$ cat src/rtl/clb_param.sv
// Parametrised configurable logic block: NUM_LUT slices of LUT_K-input LUTs with
// optional registered outputs, loaded at runtime through a serial config chain.
module clb_param #(
    parameter int  LUT_K      = 4,
    parameter int  NUM_LUT    = 2,
    localparam int TBL        = 2 ** LUT_K,
    localparam int SLICE_BITS = TBL + 4,
    localparam int CFG_BITS   = NUM_LUT * SLICE_BITS,
    localparam int CNT_W      = $clog2(CFG_BITS + 1)
) (
    input  logic                       K,
    input  logic                       RST,
    input  logic                       CFG_EN,
    input  logic                       CFG_IN,
    output logic                       CFG_OUT,
    output logic                       CFG_DONE,
    input  logic                       CE,
    input  logic                       SR,
    input  logic [NUM_LUT*LUT_K-1:0]   IN,
    output logic [NUM_LUT-1:0]         OUT,
    output logic [1:0]                 state_dbg
);

    typedef enum logic [1:0] {
        UNCFG = 2'd0,
        LOAD  = 2'd1,
        RUN   = 2'd2
    } state_t;

    localparam logic [CNT_W-1:0] CNT_LAST = CNT_W'(CFG_BITS - 1);
    localparam logic [CNT_W-1:0] CNT_ONE  = CNT_W'(1);

    state_t                state, state_nx;
    logic [CNT_W-1:0]      cnt;
    logic [CFG_BITS-1:0]   cfg, cfg_nx;
    logic                  cnt_last, load_init, run_active, slice_upd;
    logic                  done_r;

    // Config chain: every K edge with CFG_EN=1 shifts CFG_IN in at bit 0; the chain
    // has no backpressure, and CFG_EN=0 simply freezes it wherever it is.
    assign cfg_nx = {cfg[CFG_BITS-2:0], CFG_IN};

    always_ff @(posedge K or posedge RST) begin
        if (RST) state <= UNCFG;
        else     state <= state_nx;
    end

    always_comb begin
        state_nx = state;
        case (state)
            UNCFG:   if (CFG_EN) state_nx = LOAD;
            LOAD:    if (CFG_EN && (cnt == CNT_LAST)) state_nx = RUN;
            RUN:     if (CFG_EN) state_nx = LOAD;
            default: state_nx = UNCFG;
        endcase
    end

    always_comb begin
        cnt_last   = (state == LOAD) && (cnt == CNT_LAST);
        load_init  = CFG_EN && cnt_last;
        run_active = (state == RUN);
        slice_upd  = run_active && !CFG_EN;
    end

    always_ff @(posedge K or posedge RST) begin
        if (RST) begin
            cfg    <= '0;
            cnt    <= '0;
            done_r <= 1'b0;
        end else begin
            done_r <= (state_nx == RUN);
            if (CFG_EN) begin
                cfg <= cfg_nx;
                if (cnt_last)            cnt <= '0;
                else if (state == LOAD)  cnt <= cnt + CNT_ONE;
                else                     cnt <= CNT_ONE;
            end
        end
    end

    assign CFG_OUT   = cfg[CFG_BITS-1];
    assign CFG_DONE  = done_r;
    assign state_dbg = state;

    for (genvar s = 0; s < NUM_LUT; s++) begin : g_slice
        localparam int B = s * SLICE_BITS;

        logic [TBL-1:0]   tbl;
        logic             reg_sel, ce_en, fb, lut, q;
        logic [LUT_K-1:0] in_s, addr;

        assign tbl     = cfg[B +: TBL];
        assign reg_sel = cfg[B+TBL];
        assign ce_en   = cfg[B+TBL+2];
        assign fb      = cfg[B+TBL+3];
        assign in_s    = IN[s*LUT_K +: LUT_K];

        // Feedback replaces the LUT address MSB with the slice's own register.
        assign addr = {fb ? q : in_s[LUT_K-1], in_s[LUT_K-2:0]};
        assign lut  = tbl[addr];

        always_ff @(posedge K or posedge RST) begin
            if (RST) begin
                q <= 1'b0;
            end else if (load_init) begin
                q <= cfg_nx[B+TBL+1];
            end else if (slice_upd) begin
                if (SR)                q <= cfg[B+TBL+1];
                else if (!ce_en || CE) q <= lut;
            end
        end

        assign OUT[s] = run_active & (reg_sel ? q : lut);
    end

endmodule

$ cat config.mk
export PLATFORM = sky130hd
export DESIGN_NAME = clb_param
export DESIGN_NICKNAME = d
export VERILOG_FILES = /design/src/rtl/clb_param.sv
export SDC_FILE = /design/constraint.sdc
export NUM_CORES = 1
export LEC_CHECK = 0
export ABC_CLOCK_PERIOD_IN_PS = 4230
export BUFFER_PORTS_ARGS = -buffer_cell sky130_fd_sc_hd__buf_2
export CAP_MARGIN = 20
export CELL_PAD_IN_SITES_DETAIL_PLACEMENT = 0
export CELL_PAD_IN_SITES_GLOBAL_PLACEMENT = 1
export CORE_MARGIN = 10
export CORE_UTILIZATION = 52
export CTS_CLUSTER_DIAMETER = 150
export CTS_CLUSTER_SIZE = 20
export DETAILED_ROUTE_END_ITERATION = 7
export PLACE_DENSITY = 0.83
export SYNTH_ARGS = -nofsm -noshare
export SYNTH_HDL_FRONTEND = slang
export SYNTH_SLANG_ARGS = --single-unit
$ cat constraint.sdc
create_clock -name K -period 4.23 [get_ports K]
set_input_delay 0.2115 -clock K [delete_from_list [all_inputs] [get_ports K]]
set_output_delay 0.2115 -clock K [all_outputs]
set_load 0.01 [all_outputs]
Word-level counts from Yosys, hierarchy flattened

Index checks and enable logic that the tools add are counted.

Output and inout port bits: 6
Word-level logic and storage cells: 52
Bits in registers: 51
Input port bits: 14

Equal/unequal tests: 4
Multiplexer cells: 21
Order comparisons: 2
Reduce and logical (&&, ||, !) cells: 16
Bitwise gates (word level): 2
Add/sub/neg operators: 1

Operators with widths:

| operator              | number |
|---|---|
| $mux W1               | 14 |
| $mux W6               | 2 |
| $lt A4 B5 Y1 const B  | 2 |
| $bmux W1 S4           | 2 |
| $add A6 B1 Y6 const B | 1 |
| $eq A6 B6 Y1 const B  | 1 |
| $reduce_bool A3 Y1    | 2 |
| $eq A2 B2 Y1 const B  | 2 |
| $logic_and A1 B1 Y1   | 4 |
| $mux W2               | 2 |
| $pmux W2 S2           | 1 |
| $reduce_and A2 Y1     | 2 |
| $logic_not A1 Y1      | 3 |
| $and A1 B1 Y1         | 2 |
| $eq A2 B1 Y1 const B  | 1 |
| $logic_not A2 Y1      | 1 |
| $logic_or A1 B1 Y1    | 2 |
| $reduce_bool A2 Y1    | 1 |
| $reduce_or A2 Y1      | 1 |

Depth between registers and ports, before layout

Word-level depth: 7
Mapped depth: 6
Gate-level depth less buffers: 6

Least setup slack after synthesis

OpenSTA, ideal clock, no wires.

Path type: register -> output
Start point: register cfg[9]
End point: output port OUT[0]
Path buffers: 0
Arrival time: 1325 ps
Data required time: 4018 ps
Cell stages (with the launch flop): 6
Slack: 2694 ps
Cells stage by stage: dfrtp_1 mux4_1 mux2i_1 nor2_1 a31oi_2 o31ai_1

Cells in the longest elaborated chain, start to end: 4

Ends and longest elaborated chain:

| element                       | line | source |
|---|---|---|
| start: declaration            | 35   | `logic [CFG_BITS-1:0] cfg, cfg_nx;` |
| start signal: assignment      | 73   | `cfg <= cfg_nx;` |
| $bmux W1 S4                   | 100  | `assign lut = tbl[addr];` |
| $mux W1 (not written as such) | 100  |  |
| $mux W1                       | 113  | `assign OUT[s] = run_active & (reg_sel ? q : lut);` |
| $and A1 B1 Y1                 | 113  |  |
| end: declaration              | 20   | `output logic [NUM_LUT-1:0] OUT,` |

No other way between the ends. The select of a mux whose other input is x is not followed.

Worst setup path in the final report

Ends and elaborated chain as after synthesis.

==> flow_metrics.tcl <==
set metrics [dict create \
    start_util_pct 54.3 \
    die-width_um 87.9 \
    ys_seq_area_share_pct 53.3 \
    netlist_instances 180 \
    yosysTopAreaCell "dfrtp_1" \
    synthTopCellsByArea "dfrtp_1 (53%), mux2_2 (20%), mux4_1 (4.4%)" \
    rr_startpoint "cnt[0]$_DFFE_PP0P_" \
    cts-root-buf "clkbuf_8" \
    antenna_cells 0 \
    detail_route.wl_per_cell_um 15.8 \
    cp-startpoint "cfg[9]$_DFFE_PP0P_" \
    synth_ff_type "dfrtp_1" \
    worst_ir_drop_vdd_uv 233 \
    nNetsFinal 216 \
    relSlewSlack_pct 32.4 \
    synth-seq-cells 51 \
    drc 0 \
    tns_ns 0 \
    ys.warnings.count 0 \
    dpl-instance-area_mm2 0.00252 \
    via_per_inst 5.59 \
    cp-end-kind "primary output" \
    synth_area_per_cell_um2 13.3 \
    synth_area_mm2 0.00239 \
    ant_nets 0 \
    hold_class "input pin to flop" \
    cp_num_buf_inv 1 \
    clock_latency_ns 0.30 \
    finalSetupViolCount 0 \
    min_period_over_period_pct 50.0 \
    synth_top_cell_area_share_pct 53.3 \
    ys_types 31 \
    hold_violations 0 \
    power_density_mw_per_mm2 529 \
    vias 1421 \
    grt_max_degree 52 \
    gp_congestion 0.842 \
    clk_pin_slew_worst_paths_ns 0.09 \
    crit_type "flop to primary output" \
    cp_slowest_cell "mux4_1" \
    io_pins 20 \
    htreeDepth 2 \
    fin_cells 254 \
    layout_common_cells "dfrtp_1 (51), mux2_2 (42), buf_2 (19)" \
    arrival_ns 1.90 \
    dpl.cell_count 244 \
    path_cells "mux4_1 -> mux2i_1 -> nor2_1 -> a31oi_2 -> o31ai_1 -> buf_2" \
    cp-start-kind "flop" \
    max_freq_ghz 0.473 \
    final_common_cell "dfrtp_1" \
    grtUsageTotal_pct 11.0 \
    final_area_mm2 0.00265 \
    cp_data_required_time_ns 4.02 \
    synthArstFlopShare_pct 100 \
    worstHoldStart "CFG_IN" \
    worst_pin_slew_ns 1.01 \
    drive_gt1_share_pct 38.6 \
    status "finished clean" \
    drt_iter0_markers 59 \
    cts_setup_buffers 0 \
    dp_hpwl_um 2910 \
    die_h_um 87.9 \
    fin_crit_ns 2.12 \
    grt_pass1_wl_um 6820 \
    finalPower_uw 1400 \
    core_area_mm2 0.00441 \
    cts_buffers 5 \
    critPathMaxStageDelay_ns 0.52 \
    clock_path_buffers 2 \
    cts_tree "yes" \
    leakagePower_uw 0.00125 \
    syn-num-nets 195 \
    synth-edff-count 0 \
    cap_viol_max_count 0 \
    cts.sinks 51 \
    grt_pass1_vias 1491 \
    rsz0062_at_grt "no" \
    core.rowCount 24 \
    slew_viol_final 0 \
    antenna_found_initial 0 \
    wl_um 4020 \
    ctsResizeCount 0 \
    die-area_mm2 0.00772 \
    cp_top_family "multiplexers" \
    grt_overflow_total 0 \
    first_pass_iters 4 \
    critPathMaxFanout 3 \
    portBuffers 19 \
    skew_ns 0.00937 \
    area_growth_pct 10.7 \
    cts-hold-fix-buffers 0 \
]
layer usage:
layer	GRT usage [%]	share of wire (%)	up-vias
li1	-	-	704
met1	13.4	47	691
met2	17.3	47	20
met3	3.99	5.3	6
met4	4.20	1.4	0
met5	0	0	-
power by group:
part / switching (uW) / total [uW] / internal (uW)
Sequential: 128 / 774 / 646
Clock: 157 / 291 / 134
Combinational: 135 / 339 / 204
Total: 420 / 1400 / 983
cell families (layout without fill, tap and decap cells):
group	count (synthesis)	after routing	synth area share, %
simple gates	37	37	7.73
buf+inv	11	33	1.99
compound gates	22	22	7.47
mux	55	55	27.9
fa+ha+maj	1	1	0.522
flops	51	51	53.3
xor+xnor	3	3	1.10
synth_stat cells (2+ instances only):
cell       instances
nor3_1             2
a31oi_1            2
o22ai_1            3
a31oi_2            2
o31ai_1            3
mux2_2            42
dfrtp_1           51
nor2b_1            5
nand2_1            6
nand3_1            5
a2111oi_0          2
buf_2              5
xor2_1             2
o31a_2             2
mux2i_1            9
buf_1              2
a221oi_2           2
nor2_1            12
a21oi_1            4
nand4_1            2
mux4_1             4
nand2b_1           2
inv_1              3
registers in the layout, indices dropped and copies added (netlist names):
register and flops:
state_dbg 2, g_slice.q 2, CFG_DONE 1, cfg 40
cnt 6
layout make-up:
| class | instances | area [um2] |
|---|---|---|
| multi-input cells | 118 | 1070 |
| inverters | 4 | 15.0 |
| repair buffers | 21 | 125 |
| well taps | 52 | 65.1 |
| fillers | 354 | 1760 |
| flip-flops and latches | 51 | 1280 |
| clock buffers | 6 | 82.6 |
| clock inverters | 2 | 16.3 |
final timing paths:
kind / slack, ns / cells after the start / to
max in group asynchronous: 3.35 / 4 / cfg[20]$_DFFE_PP0P_
worst max register to register: 2.53 / 5 / g_slice[0].q$_DFFE_PP0P_
worst min register to register: 0.53 / 1 / cfg[13]$_DFFE_PP0P_
worst min-delay path: 0.16 / 2 / cfg[0]$_DFFE_PP0P_
min in group asynchronous: 0.40 / 3 / cfg[3]$_DFFE_PP0P_
worst max-delay path: 2.11 / 6 / OUT[0]
metrics by stage:
| stage | setup slack, ns | util [%] | hold WS (ns) |
|---|---|---|---|
| final | 2.11 | 60.1 | 0.156 |
| after global routing | 1.97 | 60.1 | 0.157 |
| after CTS | 2.10 | 59.4 | 0.151 |
| after detailed placement | 2.29 | 57.1 | 0.471 |
| after global placement | 2.34 | 57.1 | 0.447 |
| after floorplan | 2.69 | - | 0.363 |
(Power assumes the default switching activity.)
